[src/rtl/vga_sync_decoder.sv]
// VGA capture-side decoder: measures sync timing, recovers pixel coordinates, tracks lock.
// Define VGA_SYNC_DECODER_CHECKSUM_EN to build the per-frame colour checksum on o_frame_sum.
module vga_sync_decoder #(
  parameter int H_ACTIVE    = 304,
  parameter int H_BACK      = 22,
  parameter int V_ACTIVE    = 480,
  parameter int V_BACK      = 35,
  parameter int LOCK_FRAMES = 2,
  parameter int TOL         = 1
) (
  input  logic        i_clk,
  input  logic        i_rst_n,
  input  logic        i_hsync,
  input  logic        i_vsync,
  input  logic [3:0]  i_red,
  input  logic [3:0]  i_green,
  input  logic [3:0]  i_blue,
  output logic [9:0]  o_pixel_x,
  output logic [9:0]  o_pixel_y,
  output logic        o_pixel_valid,
  output logic [11:0] o_color,
  output logic [9:0]  o_line_clocks,
  output logic [9:0]  o_hsync_width,
  output logic [9:0]  o_frame_lines,
  output logic        o_locked,
  output logic        o_frame_start,
  output logic        o_error,
  output logic [15:0] o_frame_sum
);

  localparam logic [9:0] CMAX = 10'd1023;
  localparam logic [9:0] HB   = 10'(H_BACK);
  localparam logic [9:0] HE   = 10'(H_BACK + H_ACTIVE);
  localparam logic [9:0] VB   = 10'(V_BACK);
  localparam logic [9:0] VE   = 10'(V_BACK + V_ACTIVE);
  localparam logic [9:0] TL   = 10'(TOL);
  localparam logic [2:0] LF   = 3'(LOCK_FRAMES);

  typedef enum logic [1:0] {
    SEARCH,
    TRACK,
    LOCKED
  } state_t;

  function automatic logic [9:0] inc_sat(input logic [9:0] v);
    return (v == CMAX) ? v : v + 10'd1;
  endfunction

  function automatic logic in_tol(input logic [9:0] a, input logic [9:0] b);
    logic [9:0] d;
    d = (a >= b) ? a - b : b - a;
    return d <= TL;
  endfunction

  logic        s1_h_q, s1_v_q, s2_h_q, s2_v_q;
  logic [11:0] s1_col_q, s2_col_q;
  logic [9:0]  hcnt_q, hcnt_d, hpos_q, hpos_d;
  logic [9:0]  lcnt_q, lcnt_d, vpos_q, vpos_d;
  logic [9:0]  line_clk_q, line_clk_d, hs_w_q, hs_w_d;
  logic [9:0]  fr_lines_q, fr_lines_d;
  logic        fs_q, err_q, err_d;
  state_t      state_q, state_d;
  logic [2:0]  stable_q, stable_d;
  logic        ref_ok_q, ref_ok_d;
  logic [9:0]  ref_clk_q, ref_clk_d, ref_lines_q, ref_lines_d;
  logic        pix_v_q, pix_v_d;
  logic [9:0]  pix_x_q, pix_x_d, pix_y_q, pix_y_d;
  logic [11:0] color_q, color_d;
  logic [9:0]  line_q, width_q, lines_q;
  logic        locked_q, locked_d, fstart_q, error_q;

  logic       hfall, hrise, vfall, vrise, act, lost;
  logic       frame_ok, bad_line, bad_frame;
  logic [9:0] meas_clk, cur_clk;

  assign hfall = s2_h_q & ~s1_h_q;
  assign hrise = ~s2_h_q & s1_h_q;
  assign vfall = s2_v_q & ~s1_v_q;
  assign vrise = ~s2_v_q & s1_v_q;

  assign meas_clk = inc_sat(hcnt_q);
  assign cur_clk  = hfall ? meas_clk : line_clk_q;

  // fires once, on the clock hcnt reaches its ceiling
  assign lost = (hcnt_q == CMAX - 10'd1) && !hfall;

  assign frame_ok  = (lcnt_q == ref_lines_q) && in_tol(cur_clk, ref_clk_q);
  assign bad_line  = hfall && !in_tol(meas_clk, ref_clk_q);
  assign bad_frame = vfall && (lcnt_q != ref_lines_q);

  always_comb begin
    hcnt_d     = hfall ? 10'd0 : inc_sat(hcnt_q);
    line_clk_d = hfall ? meas_clk : line_clk_q;
    hs_w_d     = hrise ? meas_clk : hs_w_q;
    hpos_d     = hrise ? 10'd0 : inc_sat(hpos_q);
    fr_lines_d = vfall ? lcnt_q : fr_lines_q;
    lcnt_d     = lcnt_q;
    if (vfall) begin
      lcnt_d = hrise ? 10'd1 : 10'd0;
    end else if (hrise) begin
      lcnt_d = inc_sat(lcnt_q);
    end
    vpos_d = vpos_q;
    if (vrise) begin
      vpos_d = 10'd0;
    end else if (hrise) begin
      vpos_d = inc_sat(vpos_q);
    end
  end

  always_comb begin
    act = (hpos_q >= HB) && (hpos_q < HE) &&
          (vpos_q >= VB) && (vpos_q < VE);
    pix_v_d = act;
    pix_x_d = act ? hpos_q - HB : 10'd0;
    pix_y_d = act ? vpos_q - VB : 10'd0;
    color_d = act ? s2_col_q : 12'd0;
  end

  always_comb begin
    state_d     = state_q;
    stable_d    = stable_q;
    ref_ok_d    = ref_ok_q;
    ref_clk_d   = ref_clk_q;
    ref_lines_d = ref_lines_q;
    err_d       = 1'b0;
    if (lost) begin
      state_d  = SEARCH;
      stable_d = 3'd0;
      ref_ok_d = 1'b0;
    end else begin
      unique case (state_q)
        SEARCH: begin
          if (vfall) begin
            state_d  = TRACK;
            stable_d = 3'd0;
            ref_ok_d = 1'b0;
          end
        end
        TRACK: begin
          if (vfall) begin
            if (!ref_ok_q || !frame_ok) begin
              ref_ok_d    = 1'b1;
              ref_clk_d   = cur_clk;
              ref_lines_d = lcnt_q;
              stable_d    = 3'd0;
            end else begin
              stable_d = stable_q + 3'd1;
              if (stable_d == LF) state_d = LOCKED;
            end
          end
        end
        LOCKED: begin
          if (bad_line || bad_frame) begin
            err_d       = 1'b1;
            state_d     = TRACK;
            stable_d    = 3'd0;
            ref_clk_d   = cur_clk;
            ref_lines_d = lcnt_q;
          end
        end
        default: state_d = SEARCH;
      endcase
    end
    locked_d = (state_d == LOCKED);
  end

  always_ff @(posedge i_clk or negedge i_rst_n) begin
    if (!i_rst_n) begin
      s1_h_q      <= 1'b1;
      s1_v_q      <= 1'b1;
      s2_h_q      <= 1'b1;
      s2_v_q      <= 1'b1;
      s1_col_q    <= '0;
      s2_col_q    <= '0;
      hcnt_q      <= '0;
      hpos_q      <= '0;
      lcnt_q      <= '0;
      vpos_q      <= '0;
      line_clk_q  <= '0;
      hs_w_q      <= '0;
      fr_lines_q  <= '0;
      fs_q        <= 1'b0;
      err_q       <= 1'b0;
      state_q     <= SEARCH;
      stable_q    <= '0;
      ref_ok_q    <= 1'b0;
      ref_clk_q   <= '0;
      ref_lines_q <= '0;
      pix_v_q     <= 1'b0;
      pix_x_q     <= '0;
      pix_y_q     <= '0;
      color_q     <= '0;
      line_q      <= '0;
      width_q     <= '0;
      lines_q     <= '0;
      locked_q    <= 1'b0;
      fstart_q    <= 1'b0;
      error_q     <= 1'b0;
    end else begin
      s1_h_q      <= i_hsync;
      s1_v_q      <= i_vsync;
      s2_h_q      <= s1_h_q;
      s2_v_q      <= s1_v_q;
      s1_col_q    <= {i_red, i_green, i_blue};
      s2_col_q    <= s1_col_q;
      hcnt_q      <= hcnt_d;
      hpos_q      <= hpos_d;
      lcnt_q      <= lcnt_d;
      vpos_q      <= vpos_d;
      line_clk_q  <= line_clk_d;
      hs_w_q      <= hs_w_d;
      fr_lines_q  <= fr_lines_d;
      fs_q        <= vfall;
      err_q       <= err_d;
      state_q     <= state_d;
      stable_q    <= stable_d;
      ref_ok_q    <= ref_ok_d;
      ref_clk_q   <= ref_clk_d;
      ref_lines_q <= ref_lines_d;
      pix_v_q     <= pix_v_d;
      pix_x_q     <= pix_x_d;
      pix_y_q     <= pix_y_d;
      color_q     <= color_d;
      line_q      <= line_clk_q;
      width_q     <= hs_w_q;
      lines_q     <= fr_lines_q;
      locked_q    <= locked_d;
      fstart_q    <= fs_q;
      error_q     <= err_q;
    end
  end

`ifdef VGA_SYNC_DECODER_CHECKSUM_EN
  logic [15:0] sum_q, sum_d, fsum_q, fsum_d;

  always_comb begin
    sum_d  = (fs_q ? 16'd0 : sum_q) + (act ? {4'h0, s2_col_q} : 16'd0);
    fsum_d = fs_q ? sum_q : fsum_q;
  end

  always_ff @(posedge i_clk or negedge i_rst_n) begin
    if (!i_rst_n) begin
      sum_q  <= '0;
      fsum_q <= '0;
    end else begin
      sum_q  <= sum_d;
      fsum_q <= fsum_d;
    end
  end

  assign o_frame_sum = fsum_q;
`else
  assign o_frame_sum = 16'd0;
`endif

  assign o_pixel_valid = pix_v_q;
  assign o_pixel_x     = pix_x_q;
  assign o_pixel_y     = pix_y_q;
  assign o_color       = color_q;
  assign o_line_clocks = line_q;
  assign o_hsync_width = width_q;
  assign o_frame_lines = lines_q;
  assign o_locked      = locked_q;
  assign o_frame_start = fstart_q;
  assign o_error       = error_q;

endmodule

[config.mk]
export PLATFORM = sky130hd
export DESIGN_NAME = vga_sync_decoder
export DESIGN_NICKNAME = d
export VERILOG_FILES = /design/src/rtl/vga_sync_decoder.sv
export SDC_FILE = /design/constraint.sdc
export NUM_CORES = 1
export LEC_CHECK = 0
export ABC_AREA = 1
export CAP_MARGIN = 20
export CELL_PAD_IN_SITES_DETAIL_PLACEMENT = 0
export CELL_PAD_IN_SITES_GLOBAL_PLACEMENT = 1
export CORE_ASPECT_RATIO = 0.5
export CORE_UTILIZATION = 43
export CTS_CLUSTER_DIAMETER = 50
export DETAILED_ROUTE_END_ITERATION = 6
export GPL_ROUTABILITY_DRIVEN = 1
export PLACE_DENSITY_LB_ADDON = 0.1
export SYNTH_ARGS = -nofsm -noshare
export SYNTH_HDL_FRONTEND = slang
export SYNTH_SLANG_ARGS = --single-unit
[constraint.sdc]
create_clock -name i_clk -period 4.1 [get_ports i_clk]
set_input_delay 0.82 -clock i_clk [delete_from_list [all_inputs] [get_ports i_clk]]
set_output_delay 0.82 -clock i_clk [all_outputs]
set_load 0.005 [all_outputs]
Word-level counts from Yosys, hierarchy flattened:

Index checks and enable logic that the tools add are counted.

* output and inout bits: 82
* input bits: 16
* bits in registers: 192
* logic and storage cells: 149

* reductions and logical operators: 24
* equality and inequality tests: 21
* $add $sub $neg: 11
* order comparisons: 8
* bitwise gates (word level): 9
* multiplexer cells: 46

Operator list (number)
* 10-bit 2-to-1 mux: 21
* 10-bit == test, second input constant: 5
* 10-bit by 1-bit adder with 10-bit output, second input constant: 4
* 10-bit case mux with 2 select lines: 2
* 10-bit subtractor: 4
* 10-bit >= comparator: 2
* 10-bit by 1-bit less-or-equal comparator with 1-bit output, second input constant: 2
* 3-bit 2-to-1 mux: 5
* 12-bit 2-to-1 mux: 1
* 2-bit 2-to-1 mux: 6
* 2-bit inequality test, second input constant: 6
* 3-bit inequality test, second input constant: 4
* 10-bit == test: 1
* 10-bit by 5-bit >= comparator with 1-bit output, second input constant: 1
* 10-bit by 6-bit >= comparator with 1-bit output, second input constant: 1
* 10-bit less-than comparator, second input constant: 1
* 10-bit by 9-bit less-than comparator with 1-bit output, second input constant: 1
* 10-bit inequality test: 1
* 10-bit by 5-bit subtractor with 10-bit output, second input constant: 1
* 10-bit by 6-bit subtractor with 10-bit output, second input constant: 1
* 3-bit case mux with 3 select lines: 1
* 1-bit 2-to-1 mux: 8
* 4-bit AND reduction: 2
* 1-bit logical AND: 7
* 16 further kinds: 31

Longest topological paths before layout:

* depth after elaboration: 14
* depth in mapped cells: 30
* depth with buffers taken out: 29

Worst setup path after synthesis:

OpenSTA, ideal clock, no wires.

* kind: reg-to-reg
* start: reg hcnt_q[0]
* end: reg ref_clk_q[7]
* required time: 3.969 ns
* path buffers: 3
* arrival: 3.644 ns
* path slack: 0.325 ns
* stages on the path, launching flop included: 28
* library setup time: 0.131 ns
* cells stage by stage: dfrtp_1 -> ha_1 -> inv_1 -> nor2_4 -> nand3_2 -> buf_6 -> inv_1 -> nand2_1 -> nand2_1 -> o21ai_0 -> inv_1 -> ha_1 -> inv_1 -> fa_1 -> nand3_1 -> nand3_1 -> a21oi_1 -> buf_2 -> nand3_1 -> nand3b_1 -> nand3_1 -> nor2_1 -> nand2_1 -> nor2_2 -> nand3_1 -> nand3_4 -> buf_6 -> o21ai_1

* longest elaborated chain between the ends: 11

RTL lines
* start, declared: RTL line 57 `logic [9:0] hcnt_q, hcnt_d, hpos_q, hpos_d;`
* start signal, assigned: RTL line 207 `hcnt_q <= hcnt_d;`
* 10-bit by 1-bit adder with 10-bit output / 10-bit == test (equally long branches): RTL line 46 `return (v == CMAX) ? v : v + 10'd1;`
* 10-bit 2-to-1 mux * (2 in series)
* named net cur_clk[0]: RTL line 74 `logic [9:0] meas_clk, cur_clk;`
* 10-bit subtractor / 10-bit >= comparator (equally long branches): RTL line 51 `d = (a >= b) ? a - b : b - a;`
* 10-bit 2-to-1 mux *: RTL line 51
* 10-bit by 1-bit less-or-equal comparator with 1-bit output *: RTL line 52 `return d <= TL;`
* 1-bit logical AND *: RTL line 87 `assign frame_ok = (lcnt_q == ref_lines_q) && in_tol(cur_clk, ref_clk_q);`
* 1-bit zero test *: RTL line 142 `if (!ref_ok_q || !frame_ok) begin`
* 1-bit logical OR *: RTL line 142
* 2-bit inequality test (no source line) *
* 5-bit AND reduction (no source line) *
* end signal, assigned: RTL line 219 `ref_clk_q <= ref_clk_d;`
* end, declared: RTL line 65 `logic [9:0] ref_clk_q, ref_clk_d, ref_lines_q, ref_lines_d;`

The timed path passes the listed nets; every way through them passes the cells marked *. The select of a mux whose other input is x is not followed.
A chain may end at the register's enable or synchronous reset.

Worst setup path after layout:

* start: reg hcnt_q[1]
* end: reg ref_clk_q[7]

* longest elaborated chain between the ends: 11

RTL lines (RTL line)
* 10-bit by 1-bit adder with 10-bit output / 10-bit == test (equally long branches): 46
* 10-bit 2-to-1 mux *
* named net meas_clk[2]: 74
* 10-bit 2-to-1 mux *
* named net cur_clk[2]: 74
* 10-bit subtractor / 10-bit >= comparator (equally long branches): 51
* 10-bit 2-to-1 mux *: 51
* 10-bit by 1-bit less-or-equal comparator with 1-bit output *: 52
* 1-bit logical AND *: 87
* 1-bit zero test *: 142
* 1-bit logical OR *: 142
* 2-bit inequality test (no source line) *
* 5-bit AND reduction (no source line) *

Marked as above.

==> impl_metrics.toml <==
[status]
status = "finished, final reports clean"

[place]
placedInstanceArea_um2 = 10900
dp_slack_ns = -0.0686
gp_congestion = 0.879
io_buffers = 81
dpl.hpwl_um = 16900

[global_routing]
grt_pass1_vias = 7238
antenna_found_initial = 0
grt_max_degree = 126
grt_pass1_wl_um = 37000
grt_usage_pct = 21.1
overflow = 0

[sta]
layout_setup_ws_ns = 0.139
relSlewSlack_pct = 35.2
fin_crit_sh_pct = 96.6
hold_viol = 0
fmax_mhz = 252
worstMarginPinSlew_ns = 0.972
period_minus_slack_ns = 3.96
finalClockSkew_ns = 0.0225
finalSetupViolations = 0
slew_viol_final = 0

[clock_tree]
postCtsHoldBufs = 0
cts_buffers = 17
clockBufferDepth = 2
htreeDepth = 4
cts_num_sinks = 192
cts_tree = "built"
insertion_delay_ns = 0.45
cts_root_buf = "clkbuf_16"
clk_pin_slew_ns = 0.08

[synthesis]
synth_xor_area_share_pct = 1.83
yosys-top-cells-count = "263 x nand2_1, 188 x dfrtp_1, 156 x inv_1"
synth-compound-area-share_pct = 10.3
synth_area_leaders = "dfrtp_1 49%, nand2_1 10%, ha_1 6.5%, inv_1 6.1%, nor2_1 4.5%"
netlist_area_um2 = 9570
synth_top_family_by_area = "simple AND/OR/NAND/NOR gates"
synth_top_area_share_pct = 49.2
post_synth_num_cell_types = 44
synth_most_common_cell = "nand2_1"
synth-edff-count = 0
synth_seq_cells = 192
synth_ff_type = "dfrtp_1"
avgSynthCellArea_um2 = 8.54
synthSimpleGateAreaFrac_pct = 21.8
muxShareOfSynthArea_pct = 0.105
syn_inst = 1120
ys_async_sr_fraction_pct = 100
yosysSeqAreaShare_pct = 50.3
synth_adder_area_share_pct = 6.96
yosys_warnings = 0
yosysTopAreaCell = "dfrtp_1"

[worst_setup_path]
r2r_cells = 27
crit_fanout = 8
reg2reg_slack_ns = 0.14
crit_path_start_kind = "flip-flop"
rr_endpoint = "ref_clk_q[7]$_DFFE_PN0P_"
path_class = "flip-flop to flip-flop"
worstPathRequired_ns = 4.42
cp.arrival_ns = 4.28
critPathSlowestCell = "dfrtp_1"
endpoint = "ref_clk_q[7]$_DFFE_PN0P_"
critPathLaunch = "hcnt_q[1]$_DFF_PN0_"
worst_setup_path_end_kind = "flip-flop"
reg2reg_from = "hcnt_q[1]$_DFF_PN0_"
cpPeakStageDelay_ns = 0.43
crit_top_cell = "nand2_1"

[detailed_routing]
first_iter_violations = 622
highest_layer = "met4"
vias = 7592
routed-wl-met3_um = 913
antenna_left = 0
firstDrtPassIters = 5
wl_met1_um = 11400
wire_per_inst_um = 14.9
drc = 0
wirelength_um = 23400
wl_met2_um = 10700
vias_per_cell = 4.84

[power_and_ir_drop]
ir_worst_vdd_mv = 0.535
p_leak_nw = 6.11
powerDensity_nw_per_um2 = 634

[layout]
syn_to_final_growth_pct = 27.9
area.sequential_um2 = 4810
multi_input_comb_area_um2 = 4470
fin_area_um2 = 12200
fin_nets = 1322
final_layout_size_suffix_gt1_share_pct = 17.9
fill_cells = 1980
fin_util_pct = 56.3
antenna_cells = 0

[die]
fp.dieArea_um2 = 22900
die_h_um = 107
start_util_pct = 44.0
rows = 38
core_um2 = 21700
die_w_um = 213
pin_count = 98

[job]
max_cap_violations = 0

[min_path]
worst_hold_path_type = "flip-flop to flip-flop"
[how the worst min path moves through the flow]
stage                                   endpoint                   start  cells past startpoint  slack [ns]
final                      s2_col_q[8]$_DFF_PN0_   s1_col_q[8]$_DFF_PN0_                      0        0.35
after floorplan                o_error$_DFF_PN0_         err_q$_DFF_PN0_                      0        0.33
after CTS                  s2_col_q[5]$_DFF_PN0_   s1_col_q[5]$_DFF_PN0_                      0        0.35
after global placement    s2_col_q[10]$_DFF_PN0_  s1_col_q[10]$_DFF_PN0_                      0        0.33
after detailed placement   s2_col_q[5]$_DFF_PN0_   s1_col_q[5]$_DFF_PN0_                      0        0.34
after global routing       s2_col_q[5]$_DFF_PN0_   s1_col_q[5]$_DFF_PN0_                      0        0.36
[kinds of logic (layout without fill, tap and decap cells)]
family | count (synthesis) | after routing
AO/OA/AOI/OAI | 168 | 168
XOR/XNOR | 20 | 20
adder cells (fa/ha/maj) | 52 | 52
buffers and inverters | 195 | 327
flip-flops | 192 | 192
multiplexers | 1 | 1
other | 1 | 16
AND/OR/NAND/NOR | 491 | 491
[metal layers]
layer / up-vias / global-route usage, %
met5: - / 0
met4: 0 / 5.40
met3: 25 / 4.35
met2: 141 / 32.9
met1: 3606 / 29.8
li1: 3820 / -
[layout make-up]
type                            count  area share, %
Clock buffer                       17           3.48
Clock inverter                     15           1.42
Inverter                          157           4.88
Multi-Input combinational cell    748           36.5
Sequential cell                   192           39.3
Tap cell                          300           3.07
Timing Repair Buffer              138           11.3
[metrics by stage]
step	setup TNS (ns)	cells	power (mW)	hold slack, ns
2_1_floorplan	0	1135	4.45	0.331
3_3_place_gp	-0.683	1519	5.39	0.332
3_5_place_dp	-1.21	1519	5.42	0.336
4_1_cts	0	1551	7.12	0.352
5_1_grt	-2.06	1567	8.41	0.364
6_report	0	1567	7.75	0.349
[worst max-delay path: cells and delay by family, from the launching register on]
kind                       cells  cell delay [ns]
and+or+nand+nor               14             1.66
DFF                            1             0.43
buffers and inverters          7             0.89
AOI/OAI and AO/OA              4             0.47
adders and majority gates      2             0.41
[power breakdown]
part | switching [mW] | internal [mW] | total (mW)
sequential | 0.142 | 2.08 | 2.22
combinational | 2.23 | 1.63 | 3.86
clock | 0.810 | 0.869 | 1.68
total | 3.18 | 4.57 | 7.75
[cell usage in the layout, fill, tap and decap left out, types with 6 or more instances in the layout]
cell type,instances
a211oi_1,6
a21oi_1,42
a21oi_2,7
buf_4,40
buf_6,9
clkbuf_16,21
clkdlybuf4s50_1,80
conb_1,16
dfrtp_1,187
ha_1,35
ha_4,12
inv_1,143
inv_2,11
nand2_1,242
nand2_2,19
nand3_1,44
nand3_2,8
nand4_1,18
nor2_1,106
nor2_2,7
nor3_1,13
o21ai_0,51
o21ai_1,9
o21ai_2,26
or2_2,7
xor2_1,13
[timing repair]
| item | CTS | global route |
|---|---|---|
| resized for setup | 3 | 140 |
| pin swaps | 0 | 51 |
| buffers inserted | 0 | 9 |
| gates cloned | 0 | 7 |
| endpoints found under the setup margin | 25 | 28 |
Note: power is estimated with default switching activity, not from simulation.
